File: config.mk
export PLATFORM = sky130hd
export DESIGN_NAME = turn_signal_ctrl
export DESIGN_NICKNAME = d
export VERILOG_FILES = /design/src/rtl/car_sim_pkg.sv /design/src/rtl/blink_timebase.sv /design/src/rtl/turn_signal_ctrl.sv
export SDC_FILE = /design/constraint.sdc
export NUM_CORES = 1
export LEC_CHECK = 0
export CORE_UTILIZATION = 62
export DETAILED_ROUTE_END_ITERATION = 10
export GPL_TIMING_DRIVEN = 0
export PLACE_DENSITY = 0.83
export SYNTH_ARGS = -nofsm -noshare
export SYNTH_HDL_FRONTEND = slang
export SYNTH_SLANG_ARGS = --single-unit
File: constraint.sdc
create_clock -name clk -period 8 [get_ports clk]
set_input_delay 1.6 -clock clk [delete_from_list [all_inputs] [get_ports clk]]
set_output_delay 1.6 -clock clk [all_outputs]
set_load 0.01 [all_outputs]
File: src/rtl/car_sim_pkg.sv
// ----------------------------------------------------------------------------
// car_sim_pkg
// Types and constants shared across the car simulation blocks.
//   state_t        : turn-signal controller FSM states
//   DEFAULT_CLK_HZ : default system clock frequency in Hz
// ----------------------------------------------------------------------------
package car_sim_pkg;

   localparam int DEFAULT_CLK_HZ = 50_000_000;

   typedef enum logic [2:0] {
      IDLE      = 3'd0,
      LEFT      = 3'd1,
      RIGHT     = 3'd2,
      HAZARD    = 3'd3,
      ESS       = 3'd4,
      COMFORT_L = 3'd5,
      COMFORT_R = 3'd6
   } state_t;

endpackage

File: src/rtl/blink_timebase.sv
// ----------------------------------------------------------------------------
// blink_timebase
// Phase counter for the lamp flasher. Counts 0..P-1 (or 0..PE-1 when the
// ESS rate is selected) and wraps. The on_phase/phase_start outputs describe
// the count being loaded at the coming clock edge, so the caller can register
// its lamp outputs in the same edge and keep a one-cycle input-to-lamp latency.
//
// Build option: TURN_SIGNAL_COMFORT_EN adds the on_last output.
//
// Ports
//   clk         in  system clock
//   rst         in  synchronous active-high reset (counter to 0)
//   restart     in  load 0 at the coming edge instead of counting
//   sel_ess     in  1 = ESS period PE for the count being loaded, 0 = P
//   on_phase    out count being loaded lies in the first half of the period
//   phase_start out count being loaded is 0 (an on-phase begins)
//   on_last     out current count is the last on-phase cycle of a normal-rate
//                   period (only used by comfort states, which never run at
//                   the ESS rate)
// ----------------------------------------------------------------------------
module blink_timebase #(
   parameter int P  = 20,
   parameter int PE = 4
) (
   input  logic clk,
   input  logic rst,
   input  logic restart,
   input  logic sel_ess,
   output logic on_phase,
   output logic phase_start
`ifdef TURN_SIGNAL_COMFORT_EN
   ,
   output logic on_last
`endif
);

   // PE <= P, so a counter sized for P also covers the ESS period.
   localparam int W = $clog2(P);
   localparam logic [W-1:0] P_LAST    = W'(P - 1);
   localparam logic [W-1:0] PE_LAST   = W'(PE - 1);
   localparam logic [W-1:0] P_HALF    = W'(P / 2);
   localparam logic [W-1:0] PE_HALF   = W'(PE / 2);

   logic [W-1:0] r_cnt;
   logic [W-1:0] w_cnt_nxt;
   logic [W-1:0] w_last;
   logic [W-1:0] w_half;

   always_comb begin
      w_last = sel_ess ? PE_LAST : P_LAST;
      w_half = sel_ess ? PE_HALF : P_HALF;
      // >= rather than == keeps the count in range even if the period shrinks.
      if (restart || (r_cnt >= w_last)) begin
         w_cnt_nxt = '0;
      end else begin
         w_cnt_nxt = r_cnt + 1'b1;
      end
   end

   always_ff @(posedge clk) begin
      if (rst) begin
         r_cnt <= '0;
      end else begin
         r_cnt <= w_cnt_nxt;
      end
   end

   assign on_phase    = (w_cnt_nxt < w_half);
   assign phase_start = (w_cnt_nxt == '0);

`ifdef TURN_SIGNAL_COMFORT_EN
   assign on_last = (r_cnt == (P_HALF - 1'b1));
`endif

endmodule

File: src/rtl/turn_signal_ctrl.sv
// ----------------------------------------------------------------------------
// turn_signal_ctrl
// Turn-signal / hazard / emergency-stop-signal lamp controller. Priority each
// cycle: ess_active > sw_hazard > single stalk > comfort > IDLE. Both stalks
// high at once counts as no stalk. Lamps and click are registered: an input
// change shows on the lamps one cycle later. Any state change restarts the
// phase so the first on-phase is full length (except LEFT->COMFORT_L and
// RIGHT->COMFORT_R, which continue the running phase).
//
// Build option: TURN_SIGNAL_COMFORT_EN enables the comfort (tap-to-flash)
// states and the flash counter. Without it a stalk release goes to IDLE.
//
// Ports
//   clk        in  system clock
//   rst        in  synchronous active-high reset
//   sw_left    in  left stalk level (already synchronised)
//   sw_right   in  right stalk level
//   sw_hazard  in  hazard switch level
//   ess_active in  emergency-stop-signal request
//   led_left   out left lamp drive (registered)
//   led_right  out right lamp drive (registered)
//   click      out one-cycle pulse at the start of every on-phase
//   dbg_state  out current FSM state
// ----------------------------------------------------------------------------
module turn_signal_ctrl
   import car_sim_pkg::*;
#(
   parameter int CLK_HZ          = DEFAULT_CLK_HZ,
   parameter int BLINK_HZ        = 1,
   parameter int ESS_DIV         = 4,
   parameter int COMFORT_FLASHES = 3
) (
   input  logic   clk,
   input  logic   rst,
   input  logic   sw_left,
   input  logic   sw_right,
   input  logic   sw_hazard,
   input  logic   ess_active,
   output logic   led_left,
   output logic   led_right,
   output logic   click,
   output state_t dbg_state
);

   localparam int P  = CLK_HZ / BLINK_HZ;
   localparam int PE = P / ESS_DIV;

   if ((P < 2) || ((P % 2) != 0) || (ESS_DIV < 1) || (PE < 2) ||
       ((PE % 2) != 0) || (COMFORT_FLASHES < 0)) begin : g_bad_params
      $error("turn_signal_ctrl: periods must be even and >= 2");
   end

   state_t r_state;
   state_t w_next_state;
   logic   w_restart;
   logic   w_comfort_entry;
   logic   w_on_phase;
   logic   w_phase_start;
   logic   r_led_left;
   logic   r_led_right;
   logic   r_click;

`ifdef TURN_SIGNAL_COMFORT_EN
   localparam int FW = (COMFORT_FLASHES > 0) ? $clog2(COMFORT_FLASHES + 1) : 1;
   localparam logic [FW-1:0] FLASH_MAX = FW'(COMFORT_FLASHES);

   logic [FW-1:0] r_flash;
   logic          w_on_last;
   logic          w_side_next;
`endif

   blink_timebase #(
      .P  (P),
      .PE (PE)
   ) u_timebase (
      .clk         (clk),
      .rst         (rst),
      .restart     (w_restart),
      .sel_ess     (w_next_state == ESS),
      .on_phase    (w_on_phase),
      .phase_start (w_phase_start)
`ifdef TURN_SIGNAL_COMFORT_EN
      ,
      .on_last     (w_on_last)
`endif
   );

   always_ff @(posedge clk) begin
      if (rst) begin
         r_state <= IDLE;
      end else begin
         r_state <= w_next_state;
      end
   end

   always_comb begin
      w_next_state    = IDLE;
      w_comfort_entry = 1'b0;
      if (ess_active) begin
         w_next_state = ESS;
      end else if (sw_hazard) begin
         w_next_state = HAZARD;
      end else if (sw_left && !sw_right) begin
         w_next_state = LEFT;
      end else if (sw_right && !sw_left) begin
         w_next_state = RIGHT;
      end else if (!sw_left && !sw_right) begin
`ifdef TURN_SIGNAL_COMFORT_EN
         // Comfort is only entered on release from a stalk state; hazard/ESS
         // release lands in IDLE, which discards any pending comfort.
         case (r_state)
            LEFT: begin
               if (r_flash < FLASH_MAX) begin
                  w_next_state    = COMFORT_L;
                  w_comfort_entry = 1'b1;
               end
            end
            RIGHT: begin
               if (r_flash < FLASH_MAX) begin
                  w_next_state    = COMFORT_R;
                  w_comfort_entry = 1'b1;
               end
            end
            COMFORT_L: begin
               if (!((r_flash == FLASH_MAX) && w_on_last)) begin
                  w_next_state = COMFORT_L;
               end
            end
            COMFORT_R: begin
               if (!((r_flash == FLASH_MAX) && w_on_last)) begin
                  w_next_state = COMFORT_R;
               end
            end
            default: begin
               w_next_state = IDLE;
            end
         endcase
`endif
      end
      // IDLE holds the counter at 0 so the next request starts a full phase.
      w_restart = ((w_next_state != r_state) && !w_comfort_entry) ||
                  (w_next_state == IDLE);
   end

`ifdef TURN_SIGNAL_COMFORT_EN
   assign w_side_next = (w_next_state inside {LEFT, RIGHT, COMFORT_L, COMFORT_R});

   // On-phases started since entering a stalk state; saturates at FLASH_MAX.
   always_ff @(posedge clk) begin
      if (rst) begin
         r_flash <= '0;
      end else if (w_restart) begin
         r_flash <= (w_next_state inside {LEFT, RIGHT}) ? FW'(1) : '0;
      end else if (w_phase_start && w_side_next && (r_flash < FLASH_MAX)) begin
         r_flash <= r_flash + 1'b1;
      end
   end
`endif

   always_ff @(posedge clk) begin
      if (rst) begin
         r_led_left  <= 1'b0;
         r_led_right <= 1'b0;
         r_click     <= 1'b0;
      end else begin
         r_led_left  <= w_on_phase &&
                        (w_next_state inside {LEFT, COMFORT_L, HAZARD, ESS});
         r_led_right <= w_on_phase &&
                        (w_next_state inside {RIGHT, COMFORT_R, HAZARD, ESS});
         r_click     <= w_phase_start && (w_next_state != IDLE);
      end
   end

   assign led_left  = r_led_left;
   assign led_right = r_led_right;
   assign click     = r_click;
   assign dbg_state = r_state;

endmodule

==> results of run 1 <==
sequential cells by signal, indices dropped and copies added, names as in the netlist:
register / count
u_timebase.r_cnt: 26
dbg_state: 3
led_left: 1
click: 1
led_right: 1
worst paths after layout:
check / end / cells past startpoint / from
max: led_left$_SDFF_PP0_ / 16 / ess_active
min: u_timebase.r_cnt[0]$_SDFF_PP0_ / 1 / u_timebase.r_cnt[0]$_SDFF_PP0_
max reg2reg: led_left$_SDFF_PP0_ / 13 / u_timebase.r_cnt[0]$_SDFF_PP0_
min reg2reg: u_timebase.r_cnt[0]$_SDFF_PP0_ / 1 / u_timebase.r_cnt[0]$_SDFF_PP0_
power by group:
group | internal (mW) | switching [mW]
clock | 0.0433 | 0.0566
combinational | 0.0122 | 0.0151
sequential | 0.162 | 0.00194
total | 0.217 | 0.0736
critical path: stages:
cell and delay [ps]:
clkdlybuf4s50_1 670, clkbuf_1 360, inv_1 150, ha_1 320, a21oi_1 70, o32ai_1 270
a41o_1 150, a311o_1 210, clkbuf_1 350, nor2_1 100, ha_1 320, a2111oi_0 430
o221a_2 260, o41ai_1 80, a31o_1 250, a221oi_1 310
per-stage QoR:
| step | setup WS [ps] | util, % | std cells |
|---|---|---|---|
| 2_1_floorplan | 3261 | - | 268 |
| 3_3_place_gp | 2046 | 70.15 | 325 |
| 3_5_place_dp | 2020 | 70.15 | 325 |
| 4_1_cts | 2364 | 71.92 | 333 |
| 5_1_grt | 2094 | 71.92 | 333 |
| 6_report | 2337 | 71.92 | 333 |
kinds of logic after synthesis:
kind of cell               count (synthesis)
AOI/OAI and AO/OA                         36
xor gates and xnor gates                  27
adders and majority gates                 16
buffers and inverters                     29
DFF                                       32
muxes                                      2
and+or+nand+nor                          126
per-layer routing:
layer	wire (um)	share of wire, %	track usage, %	up-vias
met4	48	0.97	8.442	0
met5	0	0	0	-
li1	-	-	-	998
met2	2164	44	42.39	61
met1	2411	49	43.24	904
met3	326	6.6	5.882	5
placed cells by master (no fill, tap or decap), types with 2 or more instances in the layout:
master / count
a2111oi_0: 2
a211oi_1: 2
a21boi_0: 2
a21oi_1: 3
a221oi_1: 2
a31oi_1: 3
and3_1: 4
and3b_1: 2
and4_1: 3
and4b_1: 2
buf_2: 5
clkbuf_1: 8
clkbuf_2: 2
clkbuf_4: 5
clkdlybuf4s50_1: 11
dfxtp_1: 32
ha_1: 16
inv_1: 14
nand2_1: 12
nand2b_1: 3
nand3_1: 11
nand4_1: 10
nor2_1: 43
nor2b_1: 3
nor3_1: 9
nor4_1: 6
o211ai_1: 3
o21a_1: 2
o21ai_0: 5
o221a_2: 2
or2_2: 3
or3_1: 3
or4_1: 3
xnor2_1: 21
xor2_1: 6
layout make-up:
class,count,share of cell area [%]
plain buffers,15,3.180
clock buffers,8,2.450
inverters,14,2.190
multi-input cells,207,58.50
flip-flops and latches,32,26.69
well taps,46,2.398
repair buffers,11,4.588
==> flow_metrics.tcl, run 1 <==
set metrics [dict create \
    whs_ps 529.8 \
    crit_type "input pin to flop" \
    cts_hold_buffers 0 \
    finalNetCount 308 \
    num_antenna_cells 0 \
    min_path_type "flop to flop" \
    syn-instance-count 268 \
    slew_violations 0 \
    cp.required_ps 8240 \
    yosys-top-cells-count "nor2_1 (43), dfxtp_1 (32), xnor2_1 (21), ha_1 (16), inv_1 (14)" \
    clock_latency_ps 340 \
    route.detailed.drc 0 \
    synth_area_per_cell_sq_um 8.109 \
    detail_route.iter0.violations 101 \
    dpl.hpwl_um 3705 \
    avgRoutedWirePerCell_um 14.87 \
    clk_pin_slew_ps 100 \
    vias 1968 \
    grt_max_degree 11 \
    rsz0062_at_grt "false" \
    fp.dieW_um 61.21 \
    synth_area_leaders "dfxtp_1 (29%), ha_1 (9.2%), xnor2_1 (8.5%)" \
    critPathLaunchType "input pin" \
    regArea_sq_um 640.6 \
    outcome "complete, no violations" \
    dieArea_sq_um 3746 \
    tritoncts "yes" \
    setup_viol 0 \
    track_usage_pct 29.14 \
    synth_compound_area_share_pct 12.49 \
    synth_edf_count 0 \
    final_hold_viol_count 0 \
    fmax_mhz 176.6 \
    powerDensity_nw_per_um2 121.2 \
    antenna_found_initial 0 \
    synth_top_area_share_pct 29.48 \
    tns_ps 0 \
    fin_crit_ps 5663 \
    wl_um 4951 \
    synth-adder-area-share_pct 9.211 \
    period_share_pct 70.79 \
    via_per_inst 5.910 \
    drtPass1Iterations 4 \
    cts-resized-gates 0 \
    numCtsBuffers 5 \
    ys_types 56 \
    yosys.area_share.xor_xnor_pct 10.88 \
    maxCapViolations 0 \
    io_pins 12 \
    yosysSeqAreaShare_pct 29.48 \
    p_leak_nw 0.8773 \
    crit_fanout 10 \
    gr-total-overflow 0 \
    grt_pass1_wl_um 7859 \
    post_dp_cell_area_sq_um 2341 \
    rrSetupSlack_ps 3960 \
    multi_input_area_sq_um 1404 \
    gp_congestion 0.9384 \
    core_area_sq_um 3337 \
    max-vdd-ir-drop_mv 0.08425 \
    areaGrowthSynthToFinish_pct 10.42 \
    syn_nets 290 \
    worstPathArrival_ps 5900 \
    ant_nets 0 \
    port-buffer-count 11 \
    fp-row-count 21 \
    ys_ff_latch 32 \
    worst_pin_slew_ps 580.4 \
    synth.yosys.warnings 0 \
    power.total_mw 0.2908 \
    synth-simple-area-share_pct 31.03 \
    fin_skew_ps 9.128 \
    muxShareOfSynthArea_pct 0.9787 \
    drive_above_1_share_pct 8.014 \
    root_buffer "clkbuf_4" \
    synth_flop_cell "dfxtp_1" \
    initial_core_util_pct 65.13 \
    design_area_sq_um 2400 \
    grt_pass1_vias 1648 \
    post_cts_buffers 0 \
    htreeDepth 2 \
    cts.path.max_buffers 2 \
    synth_top_family_by_area "simple AND/OR/NAND/NOR gates" \
    yosysMostFrequentCell "nor2_1" \
    synth_top_area_cell "dfxtp_1" \
    synth_area_sq_um 2173 \
    fill_cells 284 \
    die_height_um 61.21 \
    cts_sinks 32 \
    slew_headroom_pct 60.95 \
    critPathCaptureType "flop" \
    async_reset_ff_share_pct 0 \
]
(Power assumes the default switching activity.)
==> run 2: changes to the inputs <==
--- a/config.mk
+++ b/config.mk
@@ -5,10 +5,10 @@
 export SDC_FILE = /design/constraint.sdc
 export NUM_CORES = 1
 export LEC_CHECK = 0
-export CORE_UTILIZATION = 62
+export CORE_UTILIZATION = 60
 export DETAILED_ROUTE_END_ITERATION = 10
 export GPL_TIMING_DRIVEN = 0
-export PLACE_DENSITY = 0.83
+export PLACE_DENSITY = 0.81
 export SYNTH_ARGS = -nofsm -noshare
 export SYNTH_HDL_FRONTEND = slang
 export SYNTH_SLANG_ARGS = --single-unit
==> constraint.sdc (replaced) <==
create_clock -name clk -period 5.8 [get_ports clk]
set_input_delay 1.16 -clock clk [delete_from_list [all_inputs] [get_ports clk]]
set_output_delay 1.16 -clock clk [all_outputs]
set_load 0.01 [all_outputs]
==> run 2 against run 1 <==
Compared with the run above: non-clock buffer count stayed put; critical path depth is the same; design area fell by 0.89%; die area increased by 3.2%; first-iteration DRC count fell by 4.0%; cell count down 0.90%; sequential cell count is the same; largest power group unchanged; hold slack better by 4.4 ps; register-to-register slack worse by 2200 ps.
==> flow_metrics.tcl, run 2 (synthesized netlist as in run 1, its figures left out) <==
set metrics [dict create \
    final_cell_mix "nor2_1 (43), dfxtp_1 (32), xnor2_1 (21)" \
    worst-path-stages 16 \
    cp.required_ps 6020 \
    post_cts_buffers 0 \
    crit_start "ess_active" \
    rsz0062_at_grt "false" \
    dp.cells 325 \
    cts_sinks 32 \
    vias 1965 \
    numCtsBuffers 5 \
    slew_violations 0 \
    p_seq_share_pct 60.0 \
    max-vdd-ir-drop_mv 0.1279 \
    worstPathArrival_ps 5400 \
    grt_max_degree 11 \
    p_leak_nw 0.8678 \
    reg2reg_to "led_right$_SDFF_PP0_" \
    die_height_um 62.19 \
    largest_reg_flops 26 \
    reg2reg_depth 13 \
    grt_pass1_vias 1853 \
    r2r_start "u_timebase.r_cnt[0]$_SDFF_PP0_" \
    min_path_type "flop to flop" \
    layout_commonest_cell "nor2_1" \
    clock_latency_ps 330 \
    tns_ps 0 \
    antenna_found_initial 0 \
    finalNonFillerCells 330 \
    slew_headroom_pct 60.98 \
    drtPass1Iterations 4 \
    fin_crit_ps 5177 \
    via_per_inst 5.955 \
    final_hold_viol_count 0 \
    top_register "u_timebase.r_cnt" \
    cp_slowest_stage_delay_ps 670 \
    initial_core_util_pct 63.63 \
    cp_num_buf_inv 4 \
    root_buffer "clkbuf_4" \
    grt_pass1_wl_um 8652 \
    tritoncts "yes" \
    route.detailed.drc 0 \
    htreeDepth 2 \
    clkPwrFrac_pct 30.0 \
    fmax_mhz 193.2 \
    ant_nets 0 \
    worstPathCellList "clkdlybuf4s50_1 > clkbuf_1 > inv_1 > ha_1 > a21oi_1 > o32ai_1 > a41o_1 > a311o_1 > clkbuf_1 > nor2_1 > ha_1 > a2111oi_0 > o221a_2 > o41ai_1 > a31o_1 > a221oi_1" \
    post-route-util_pct 69.63 \
    clk_pin_slew_ps 90 \
    wl_um 5012 \
    areaGrowthSynthToFinish_pct 9.442 \
    crit_end "led_right$_SDFF_PP0_" \
    gr-total-overflow 0 \
    num_antenna_cells 0 \
    crit_path_top_delay_cell "clkdlybuf4s50_1" \
    rrSetupSlack_ps 1790 \
    critPathCaptureType "flop" \
    gp_congestion 0.9493 \
    avgRoutedWirePerCell_um 15.19 \
    fp-row-count 21 \
    worst_pin_slew_ps 579.9 \
    io_pins 12 \
    drive_above_1_share_pct 7.746 \
    setup_viol 0 \
    detail_route.iter0.violations 97 \
    powerDensity_nw_per_um2 157.9 \
    core_area_sq_um 3416 \
    fin_skew_ps 10.27 \
    critPathLaunchType "input pin" \
    dieArea_sq_um 3867 \
    cpLargestDelayFamily "compound AO/OA/AOI/OAI gates" \
    port-buffer-count 11 \
    maxCapViolations 0 \
    outcome "complete, no violations" \
    crit_type "input pin to flop" \
    track_usage_pct 28.54 \
    fp.dieW_um 62.19 \
    switching_share_pct 25.42 \
    p_int_mw 0.2802 \
    period_share_pct 89.26 \
    cts-resized-gates 0 \
    dpl.hpwl_um 3799 \
    cts.path.max_buffers 2 \
    finalNetCount 308 \
    cts_hold_buffers 0 \
    crit_fanout 10 \
    combPwrFrac_pct 10.0 \
    net-switching-power_mw 0.09551 \
]
[run 2: cell count changes in the layout (fill, tap and decap cells not counted), sizes merged]
cell	before	now
clkbuf	16	13
[run 2: worst min-delay path by stage]
stage / start / depth (start not counted) / slack (ps) / end
after floorplan: u_timebase.r_cnt[0]$_SDFF_PP0_ / 1 / 460 / u_timebase.r_cnt[0]$_SDFF_PP0_
after global placement: u_timebase.r_cnt[0]$_SDFF_PP0_ / 1 / 510 / u_timebase.r_cnt[0]$_SDFF_PP0_
after detailed placement: u_timebase.r_cnt[0]$_SDFF_PP0_ / 1 / 510 / u_timebase.r_cnt[0]$_SDFF_PP0_
after CTS: u_timebase.r_cnt[0]$_SDFF_PP0_ / 1 / 540 / u_timebase.r_cnt[0]$_SDFF_PP0_
after global routing: u_timebase.r_cnt[0]$_SDFF_PP0_ / 1 / 550 / u_timebase.r_cnt[0]$_SDFF_PP0_
final: u_timebase.r_cnt[0]$_SDFF_PP0_ / 1 / 530 / u_timebase.r_cnt[0]$_SDFF_PP0_
[run 2: through the flow]
| stage | worst slack, ps | hold WS, ps | power [mW] | cell area (sq um) |
|---|---|---|---|---|
| floorplan | 1501 | 459.5 | 0.2507 | 2173 |
| global placement | 319.4 | 508.4 | 0.2670 | 2341 |
| detailed placement | 312.8 | 512.2 | 0.2674 | 2341 |
| CTS | 658.5 | 535.2 | 0.3804 | 2379 |
| global route | 321.0 | 547.6 | 0.3939 | 2379 |
| finish | 623.1 | 534.2 | 0.3757 | 2379 |
[run 2: final cells by class]
cell class | count | area (sq um)
fill | 293 | 1037
tap | 46 | 57.56
clock buffer | 5 | 37.54
inverter | 14 | 52.55
sequential | 32 | 640.6
multi-input combinational | 207 | 1404
buffer | 15 | 76.32
timing repair buffer | 11 | 110.1
[run 2: per-layer routing]
layer | part of all wire, % | GRT usage (%) | vias to the layer above | wire length (um)
met3 | 6.4 | 5.515 | 8 | 320
met2 | 43 | 44.64 | 52 | 2172
met1 | 48 | 39.00 | 914 | 2429
met4 | 1.8 | 10.17 | 0 | 91
li1 | - | - | 991 | -
met5 | 0 | 0 | - | 0
[run 2: power groups by stage]
stage	sequential (mW)	combinational, mW	clock [mW]
detailed placement	0.230	0.0370	0
global placement	0.230	0.0365	0
global route	0.226	0.0412	0.127
floorplan	0.231	0.0194	0
finish	0.225	0.0374	0.113
CTS	0.225	0.0372	0.118
==> patch 1 (settings of run 2) <==
Register the output `dbg_state` once more, without a reset; this adds one clock of latency there. The other outputs are not delayed to match.
--- a/src/rtl/turn_signal_ctrl.sv
+++ b/src/rtl/turn_signal_ctrl.sv
@@ -176,3 +176,5 @@
    assign click     = r_click;
-   assign dbg_state = r_state;
+   always_ff @(posedge clk) begin
+      dbg_state <= r_state;
+   end
 
Behaviour: not the same (Yosys sat finds a counterexample within 4 cycles, from zero or initial values and one cycle with rst high).
==> patch 1 against run 2 <==
  * Count of clock-buffer cells in the layout grew 1
  * Power increased by 46%
  * Die area up 7.5%
  * Setup slack worse by 170 ps
  * Area after synthesis up 7.7%
  * Critical path type unchanged
  * Cell area increased by 12%
  * Sequential share of layout area decreased by 0.65 points
  * Sequential cell count is 3 higher
  * Combinational power is 11% higher
  * Critical endpoint is now led_left
  * Critical path depth increased by 1
  * Wire length rose by 12%
  * Worst hold slack worse by 170 ps
  * Non-clock buffer count rose by 3
  * First-iteration DRC count up 46%
==> patch 1: results (changes against run 2) <==
stage,metric,value,unit,change
yosys,synth_compound_area_share,13.09,%,+0.60 points
yosys,seq_area_frac_synth,29.93,%,+0.45 points
setup_path,timing.rr.start,u_timebase.r_cnt[16],,
cells_and_area,drive_gt1_share,10.86,%,+3.1 points
clock_network,clock_latency,290,ps,-40 ps
timing,slew_headroom,60.62,%,-0.36 points
grt,grt_pass1_wl,9494,um,+9.7%
yosys,synthMuxAreaShare,0.9621,%,-0.017 points
setup_path,critPathMaxStageDelay,550,ps,-120 ps
yosys,netlist_instances,285,,+6.3%
hold_path,worstHoldStart,r_state[2],,
hold_path,hold_path_depth,0,,-1
yosys,synthTopCellsByCount,"nor2_1 (44), dfxtp_1 (35), nand2_1 (17), nor3_1 (17)",,
hold_path,hold_end,dbg_state[2],,
setup_path,rr_worst_depth,14,,+1
cells_and_area,nFillCells,300,,+2.4%
placement,routabilityCongestion,0.9265,,-2.4%
placement,dpl.hpwl,4064,um,+7.0%
yosys,yosys-top-cells-area,"dfxtp_1 (30%), ha_1 (8.6%), nor2_1 (7.1%), xnor2_1 (5.6%), nor3_1 (3.6%)",,
run_status,outcome,finished clean,,
placement,placedCellCount,344,,+5.8%
power_and_ir_drop,switching_share,20.64,%,-4.8 points
grt,first_global_vias,2020,,+9.0%
setup_path,slowest_stage,or4_4,,
route,drtPass1Iterations,5,,+1
cells_and_area,nNetsFinal,325,,+5.5%
yosys,synth_fp_nets,307,,+5.9%
yosys,yosysUniqueCellTypes,51,,-8.9%
yosys,synthAdderAreaFrac,8.552,%,-0.66 points
yosys,synth-xor-area-share,9.300,%,-1.6 points
power_and_ir_drop,p_leak,0.0009877,uW,+14%
timing,fin_skew,3.893,ps,-6.382 ps
-- patch 1: cells by family (layout without fill, tap and decap cells) --
group,Yosys count,count (layout)
muxes,2,2
DFF,35,35
buffers and inverters,34,53
AOI/OAI and AO/OA,39,39
xor gates and xnor gates,24,24
adders and majority gates,16,16
and+or+nand+nor,135,135
-- patch 1: per-layer routing --
metal	up-vias	GRT usage [%]	routed length, um
met5	-	0	0
met2	71	45.79	2506
met4	0	13.89	130
met3	13	6.162	353
met1	999	40.40	2643
li1	1055	-	-
-- patch 1: timing repair --
action                     in CTS  in global routing
gates resized for setup         3                  2
setup endpoints to repair       2                  2
pin swaps                       0                  0
-- patch 1: worst max path at each step --
| stage | cells after the start | slack, ps | startpoint | end |
|---|---|---|---|---|
| finish | 17 | 450 | ess_active | led_left |
| global placement | 17 | -680 | ess_active | led_left |
| floorplan | 16 | 640 | ess_active | led_left |
| global route | 17 | 220 | ess_active | led_right |
| detailed placement | 17 | -770 | ess_active | led_right |
| CTS | 17 | 40 | ess_active | led_right |
-- patch 1: stage by stage --
stage | cell area, um2 | setup TNS (ps) | hold WS (ps)
after floorplan | 2341 | 0 | 344.5
after global placement | 2511 | -1352 | 355.6
after detailed placement | 2511 | -1536 | 355.0
after CTS | 2653 | 0 | 365.1
after global routing | 2666 | 0 | 384.6
final | 2666 | 0 | 367.2
-- patch 1: final cells by class --
type                       instances  area, um2  area share (%)
multi-input combinational        216       1514           56.78
sequential                        35      700.7           26.28
timing repair buffer              11      112.6           4.223
buffer                            18      86.33           3.238
clock buffer                       6      72.57           2.722
clock inverter                     2      60.06           2.252
inverter                          16      60.06           2.252
tap                               48      60.06           2.252
-- patch 1: worst register-to-register path, delay by kind of cell, from the launching register on --
kind	cells	cell delay, ps
buffers and inverters	2	540
adders and majority gates	1	310
AOI/OAI and AO/OA	4	1270
DFF	1	300
muxes	1	270
and+or+nand+nor	6	1370
-- patch 1: power by group through the flow --
stage / Combinational [uW] / Sequential (uW) / Clock, uW
after floorplan: 21.2 / 253 / 0
after global placement: 38.9 / 252 / 0
after detailed placement: 39.5 / 252 / 0
after CTS: 40.5 / 247 / 263
after global routing: 46.1 / 247 / 275
final: 41.5 / 247 / 259
==> patch 2 (flow settings as in run 2) <==
Without the edit above. The option `TURN_SIGNAL_COMFORT_EN` is turned on by a define.
--- a/src/rtl/blink_timebase.sv
+++ b/src/rtl/blink_timebase.sv
@@ -20,2 +20,4 @@
 // ----------------------------------------------------------------------------
+`define TURN_SIGNAL_COMFORT_EN
+
 module blink_timebase #(
Function: changed (Yosys sat finds a counterexample within 4 cycles, from zero or initial values and one cycle with rst high).
==> patch 2 against run 2 <==
  * Clock power increased by 46%
  * Clock skew decreased by 1.8 ps
  * Area after synthesis increased by 33%
  * Count of clock-buffer cells in the layout grew 2
  * Sequential share of layout area decreased by 6.0 points
  * Utilization grew 3.5 points
  * Power rose by 30%
  * Wire length rose by 55%
  * Cell area is 38% higher
  * Die area increased by 31%
  * Sequential cell count rose by 2
  * Fmax is 7.6% lower
  * Largest power group unchanged
  * Via count is 41% higher
  * Setup slack got worse by 430 ps
==> patch 2: results (changes against run 2) <==
stage,metric,value,unit,change
run_status,outcome,finished clean,,
timing,fin_crit_sh,96.60,%,+7.3 points
placement,dpl.hpwl,5345,um,+41%
yosys,netlist_instances,348,,+30%
timing,slew_headroom,47.81,%,-13 points
die,tapCellCount,52,,+13%
clock_network,clockRootBuffer,clkbuf_8,,
cells_and_area,clkbuf_count,7,,+2
grt,first_global_vias,2599,,+40%
hold_path,hold_path_depth,2,,+1
cells_and_area,clk_share,2.332,%,+0.75 points
clock_network,clock_latency,280,ps,-50 ps
hold_path,hold_end,r_flash[1],,
cells_and_area,inv_count,17,,+3
clock_network,path_clk_slew,70,ps,-20 ps
setup_path,rr_worst_depth,25,,+12
clock_network,post_cts_buffers,2,,+2
cells_and_area,nNetsFinal,401,,+30%
cells_and_area,multi_input_gates,279,,+35%
setup_path,cp.arrival,5810,ps,+410 ps
route,drtPass1Iterations,5,,+1
yosys,synthTopCellsByCount,"dfxtp_1 (34), nor2_1 (34), nand2_1 (22)",,
placement,dp_slack,-1148,ps,-1461 ps
cells_and_area,buffer_area_share,10.74,%,+2.9 points
cells_and_area,drive_gt1_share,21.60,%,+14 points
yosys,yosysUniqueCellTypes,77,,+38%
cells_and_area,seq_area_share,20.91,%,-6.0 points
power_and_ir_drop,p_leak,0.001189,uW,+37%
yosys,seq_area_frac_synth,23.62,%,-5.9 points
patch 2: kinds of logic after synthesis:
| family | synth area share, % |
|---|---|
| buf+inv | 8.162 |
| flops | 23.62 |
| simple gates | 32.22 |
| mux | 2.171 |
| compound gates | 16.59 |
| xor+xnor | 8.207 |
| fa+ha+maj | 9.032 |
patch 2: power groups by stage:
stage                     sequential [uW]  combinational, uW  clock, uW
after floorplan                       247               47.0          0
after global placement                246               70.0          0
after detailed placement              246               71.6          0
after CTS                             241               74.7        169
after global routing                  241               89.6        181
final                                 241               83.2        165
patch 2: worst max path at each step:
stage / end / cells after the start / from
2_1_floorplan: led_left / 21 / sw_left
3_3_place_gp: led_right / 22 / sw_left
3_5_place_dp: led_left / 22 / sw_left
4_1_cts: led_left / 26 / u_timebase.r_cnt[0]
5_1_grt: led_right / 22 / sw_right
6_report: led_right / 25 / u_timebase.r_cnt[11]
patch 2: routing by layer:
layer	global-route usage [%]	routed length, um
met5	0	0
met4	11.78	245
met3	5.063	393
met2	49.52	3621
met1	43.70	3529
